`src/rtl/tcm_pkg.sv`:
```
// Shared types and constants for the TCM memory port front-end.
package tcm_pkg;

  localparam logic [31:0] TCM_BYTES   = 32'h0002_0000;
  localparam int          TCM_WORD_AW = 14;
  localparam int          TCM_TAG_W   = 8;

  typedef struct packed {
    logic [31:0]          data;
    logic [TCM_TAG_W-1:0] tag;
    logic                 error;
  } tcm_resp_t;

  // Pick the 32-bit half of a 64-bit RAM word addressed by byte-address bit 2.
  function automatic logic [31:0] tcm_lane_sel(input logic [63:0] word, input logic lane);
    return lane ? word[63:32] : word[31:0];
  endfunction

endpackage

```
`src/rtl/tcm_resp_fifo.sv`:
```
// Synchronous FIFO holding completed responses; head is visible combinationally.
module tcm_resp_fifo #(
  parameter int DEPTH = 4,
  parameter int WIDTH = 41
) (
  input  logic                       clk_i,
  input  logic                       rst_i,
  input  logic                       push_i,
  input  logic [WIDTH-1:0]           push_data_i,
  input  logic                       pop_i,
  output logic [WIDTH-1:0]           head_o,
  output logic [$clog2(DEPTH):0]     count_o
);

  localparam int PW = $clog2(DEPTH);
  localparam int CW = PW + 1;

  logic [WIDTH-1:0] mem [DEPTH];
  logic [PW-1:0]    wr_ptr, rd_ptr;
  logic             full;

  assign full   = (count_o == CW'(DEPTH));
  assign head_o = mem[rd_ptr];

  // Storage is not reset; consumers qualify the head with count_o.
  always_ff @(posedge clk_i) begin
    if (push_i) mem[wr_ptr] <= push_data_i;
  end

  always_ff @(posedge clk_i or posedge rst_i) begin
    if (rst_i) begin
      wr_ptr  <= '0;
      rd_ptr  <= '0;
      count_o <= '0;
    end else begin
      if (push_i) wr_ptr <= wr_ptr + 1'b1;
      if (pop_i)  rd_ptr <= rd_ptr + 1'b1;
      count_o <= count_o + CW'(push_i) - CW'(pop_i);
    end
  end

  always @(posedge clk_i) begin
    if (!rst_i) assert (!(push_i && full));
  end

endmodule

```
`src/rtl/tcm_mem_port.sv`:
```
// Request/response front-end for one port of the 64-bit TCM RAM.
module tcm_mem_port
  import tcm_pkg::*;
#(
  parameter logic [31:0] BASE_ADDR  = 32'h0000_0000,
  parameter int          RESP_DEPTH = 4,
  parameter int          TAG_W      = 8
) (
  input  logic                   clk_i,
  input  logic                   rst_i,
  input  logic                   req_rd_i,
  input  logic [3:0]             req_wr_i,
  input  logic [31:0]            req_addr_i,
  input  logic [31:0]            req_data_i,
  input  logic [TAG_W-1:0]       req_tag_i,
  output logic                   req_accept_o,
  output logic                   resp_valid_o,
  output logic [31:0]            resp_data_o,
  output logic [TAG_W-1:0]       resp_tag_o,
  output logic                   resp_error_o,
  input  logic                   resp_accept_i,
  output logic [TCM_WORD_AW-1:0] ram_addr_o,
  output logic [63:0]            ram_data_o,
  output logic [7:0]             ram_wr_o,
  input  logic [63:0]            ram_data_i
);

  localparam int CW = $clog2(RESP_DEPTH + 1);
  localparam int QW = $clog2(RESP_DEPTH) + 1;

  logic [31:0]    off;
  logic           in_range, is_wr, req_present, accept, pop;
  logic [CW-1:0]  cred;

  logic             s1_vld, s1_lane, s1_rd, s1_err;
  logic [TAG_W-1:0] s1_tag;

  tcm_resp_t        push_data, head;
  logic [QW-1:0]    q_count;

  assign off         = req_addr_i - BASE_ADDR;
  assign in_range    = off < TCM_BYTES;
  assign is_wr       = |req_wr_i;
  assign req_present = req_rd_i | is_wr;

  // Credits cover stage 1 plus FIFO occupancy, so the FIFO can never overflow.
  assign req_accept_o = cred < CW'(RESP_DEPTH);
  assign accept       = req_present & req_accept_o;
  assign pop          = resp_valid_o & resp_accept_i;

  assign ram_addr_o = off[TCM_WORD_AW+2:3];
  assign ram_data_o = {2{req_data_i}};
  assign ram_wr_o   = (accept & is_wr & in_range)
                    ? (off[2] ? {req_wr_i, 4'b0000} : {4'b0000, req_wr_i})
                    : 8'h00;

  always_ff @(posedge clk_i or posedge rst_i) begin
    if (rst_i) begin
      cred <= '0;
    end else begin
      case ({accept, pop})
        2'b10:   cred <= cred + 1'b1;
        2'b01:   cred <= cred - 1'b1;
        default: cred <= cred;
      endcase
    end
  end

  always_ff @(posedge clk_i or posedge rst_i) begin
    if (rst_i) begin
      s1_vld  <= 1'b0;
      s1_tag  <= '0;
      s1_lane <= 1'b0;
      s1_rd   <= 1'b0;
      s1_err  <= 1'b0;
    end else begin
      s1_vld <= accept;
      if (accept) begin
        s1_tag  <= req_tag_i;
        s1_lane <= off[2];
        s1_rd   <= !is_wr;
        s1_err  <= !in_range;
      end
    end
  end

  // RAM read data is valid the cycle after the address, aligned with stage 1.
  always_comb begin
    push_data       = '0;
    push_data.data  = (s1_rd & !s1_err) ? tcm_lane_sel(ram_data_i, s1_lane) : 32'h0;
    push_data.tag   = TCM_TAG_W'(s1_tag);
    push_data.error = s1_err;
  end

  tcm_resp_fifo #(
    .DEPTH (RESP_DEPTH),
    .WIDTH ($bits(tcm_resp_t))
  ) u_resp_fifo (
    .clk_i       (clk_i),
    .rst_i       (rst_i),
    .push_i      (s1_vld),
    .push_data_i (push_data),
    .pop_i       (pop),
    .head_o      (head),
    .count_o     (q_count)
  );

  assign resp_valid_o = (q_count != '0);
  assign resp_data_o  = resp_valid_o ? head.data          : 32'h0;
  assign resp_tag_o   = resp_valid_o ? TAG_W'(head.tag)   : '0;
  assign resp_error_o = resp_valid_o ? head.error         : 1'b0;

endmodule

```
`config.mk`:
```
export PLATFORM = sky130hd
export DESIGN_NAME = tcm_mem_port
export DESIGN_NICKNAME = d
export VERILOG_FILES = /design/src/rtl/tcm_pkg.sv /design/src/rtl/tcm_resp_fifo.sv /design/src/rtl/tcm_mem_port.sv
export SDC_FILE = /design/constraint.sdc
export NUM_CORES = 1
export LEC_CHECK = 0
export ABC_CLOCK_PERIOD_IN_PS = 4600
export CAP_MARGIN = 20
export CORE_ASPECT_RATIO = 0.75
export CORE_MARGIN = 3
export CORE_UTILIZATION = 40
export CTS_CLUSTER_SIZE = 40
export DETAILED_ROUTE_END_ITERATION = 8
export PLACE_DENSITY = 0.7
export SLEW_MARGIN = 40
export SYNTH_ARGS = -nofsm -noshare
export SYNTH_HDL_FRONTEND = slang
export SYNTH_SLANG_ARGS = --single-unit
```
`constraint.sdc`:
```
create_clock -name clk_i -period 4.6 [get_ports clk_i]
set_input_delay 0.46 -clock clk_i [delete_from_list [all_inputs] [get_ports clk_i]]
set_output_delay 0.46 -clock clk_i [all_outputs]
set_load 0.01 [all_outputs]
```
==> impl_metrics.yaml <==
worst_setup_path:
  r2r-end: "u_resp_fifo.count_o[2]"
  setup.worst_path.end: "resp_data_o[31]"
  crit_arrival_ns: 2.71
  cp_max_fo: 26
  max_stage_delay_ns: 0.77
  crit_start: "u_resp_fifo.rd_ptr[0]"
  start_kind: "register"
  slowest_stage: "dfrtp_4"
  r2r_slack_ns: 1.69
  cp.required_ns: 4.14
  endpoint_kind: "primary output"
  reg2reg_from: "u_resp_fifo.count_o[1]"
  crit_chain: "buf_12, mux4_1, and2_1, clkdlybuf4s50_1"
  reg2regPathDepth: 9
  critical_path_class: "reg -> out"
layout:
  antenna_cells: 0
  drive_gt1_frac: 0.162
  nNetsFinal: 731
  area_delta_synth_final_pct: 19.7
  nFillCells: 1709
timing:
  skew_ns: 0.00981
  setup_tns_ns: 0
  setup_viol: 0
  period_minus_slack_ns: 3.17
  slew_viol_final: 0
  relSlewSlack: 0.483
  tightestPinTransition_ns: 0.775
  finalWorstSetupSlack_ns: 1.43
  max_freq_mhz: 315
  period_share: 0.690
  rsz0062_at_grt: "no"
  hold_viol_final: 0
logic_synthesis:
  synth_edf_count: 164
  netlist_instances: 514
  ys_seq_area_frac: 0.643
  yosys.area.top_type_share: 0.578
  yosys-top-cells-area: "edfxtp_1, mux4_2, buf_4, dfrtp_1, mux2i_1"
  ys_warn_count: 0
  synth_flop_cell: "edfxtp_1"
  synth_area_um2: 8520
  ys_async_sr_fraction: 0.118
  syn-num-nets: 667
  synth_top_area_cell: "edfxtp_1"
  ys_ff_latch: 186
  syn_area_per_cell_um2: 16.6
  yosysUniqueCellTypes: 34
route:
  drt_iter0_drc: 227
  finalWirelength_um: 16500
  dr.pass1.iters: 4
  wl_per_cell_um: 18.9
  vias: 4280
  drcViolationCount: 0
  drtAntennaViolNets: 0
  detail_route.vias_per_cell: 4.90
clock_tree:
  h-tree-depth: 4
  clk_latency_ns: 0.42
  root_buffer: "clkbuf_16"
  cts_tree: "yes"
  numCtsBuffers: 17
  clk_pin_slew_ns: 0.07
  cts_hold_buf: 0
  cts_resized: 0
  post-cts-setup-buffer-count: 0
  clockBufferDepth: 2
  clock_sinks: 186
floorplan:
  die_w_um: 174
  core_area_um2: 20600
  num_io_pins: 273
  rows: 45
  dieArea_um2: 23100
  die_h_um: 132
  start_util: 0.414
placed_design:
  place_hpwl_um: 10300
  place_congestion: 0.760
  post-place-ws_ns: 1.61
  port_buffers: 146
power_and_ir_drop:
  p_leak_nw: 3.54
  powerDensity_nw_per_um2: 657
  ir_worst_vdd_uv: 338
grt:
  grt_first_pass_wirelength_um: 26200
  grt_usage: 0.148
  grt_max_degree: 45
  grt_overflow: 0
  antenna_found_initial: 0
  first_global_vias: 4692
hold_path:
  hold_path.class: "in -> async"
outcome:
  status: "finished clean"
run:
  cap_violations: 0
critical path, delay by kind of cell, from the launching register on:
family                 cells  cell delay (ns)
buffers and inverters      2             0.75
AND/OR/NAND/NOR            1             0.19
multiplexers               1             0.58
flip-flops                 1             0.77
cell type report:
type,instances,area (um2),share of cell area
repair buffers,148,1490,0.146
multi-input cells,213,2250,0.221
clock inverters,14,138,0.0135
flip-flops and latches,186,5490,0.538
inverters,12,45.0,0.00442
well taps,282,353,0.0346
clock buffers,18,429,0.0421
sequential cells by signal, indices dropped and copies added (netlist names):
register and flops:
u_resp_fifo.rd_ptr 2, s1_tag 8, u_resp_fifo.wr_ptr 2, u_resp_fifo.count_o 3
s1_lane 1, s1_rd 1, u_resp_fifo.mem 164, cred 3
s1_err 1, s1_vld 1
where the power goes:
group          leakage [nW]  internal, mW  switching (mW)  total [mW]
clock network         0.263         0.714           0.655        1.37
logic                  1.49          1.43            1.03        2.46
registers              1.79          2.48           0.393        2.87
total                  3.54          4.62            2.08        6.70
cell families after synthesis:
group,synth area share
buf+inv,0.0958
flops,0.643
simple gates,0.0705
mux,0.165
xor+xnor,0.00823
fa+ha+maj,0.0150
compound gates,0.00235
synth_stat cells, types with 2 or more instances:
cell      count
buf_2         9
buf_4        78
or3_1         2
dfrtp_1      22
mux2i_1      33
buf_12        4
xor2_1        3
nor4_1        6
nor4_2        2
ha_1          7
mux2_2        2
clkbuf_1      9
xnor2_1       5
fa_1          2
buf_6         2
mux4_1        3
nor3_1        5
nand2b_1      5
mux2_4        8
and2_1       46
mux4_2       38
inv_1        12
nor2_1       33
edfxtp_1    164
nand3_1       5
metrics by stage:
stage                util  cell area (um2)  hold WS (ns)  std cells  power (mW)
floorplan               -             8520         0.439        514        4.41
global placement    0.466             9590         0.455        840        5.33
detailed placement  0.468             9630         0.467        841        5.43
CTS                 0.496            10200         0.396        873        6.81
global route        0.496            10200         0.415        873        7.10
finish              0.496            10200         0.388        873        6.70
cells in the final DEF, fill, tap and decap left out, types with 2 or more instances in the layout:
master	netlist	final
and2_1	46	42
xor2_1	3	3
mux4_2	38	38
nand2b_1	5	4
mux2_2	2	2
ha_1	7	7
clkinv_8	0	2
clkinv_4	0	4
clkdlybuf4s50_1	0	146
fa_1	2	2
nor4_1	6	6
inv_6	0	2
mux2i_1	33	33
mux2_4	8	8
xnor2_1	5	5
clkbuf_16	0	17
inv_8	0	2
clkinvlp_4	0	4
and2_4	0	3
mux4_1	3	3
edfxtp_1	164	164
nor4_2	2	2
dfrtp_4	0	3
nor3_1	5	5
dfrtp_1	22	19
nor2_1	33	33
inv_1	12	11
nand3_1	5	5
worst min path at each step:
stage                                start                endpoint  slack [ns]  cells after the start
CTS                                  rst_i                 cred[1]        0.40                      2
global route                         rst_i                 cred[1]        0.41                      2
detailed placement                 cred[0]                 cred[0]        0.47                      1
floorplan           u_resp_fifo.count_o[2]  u_resp_fifo.count_o[2]        0.44                      1
finish                               rst_i                 cred[1]        0.39                      2
global placement    u_resp_fifo.count_o[2]  u_resp_fifo.count_o[2]        0.45                      1
metal layers:
layer / vias to the layer above / GRT usage / part of all wire
met5: - / 0 / 0
met4: 0 / 0.0390 / 0.0089
met3: 23 / 0.0498 / 0.064
li1: 1960 / - / -
met1: 2145 / 0.194 / 0.45
met2: 152 / 0.237 / 0.47
(Power assumes the default switching activity.)
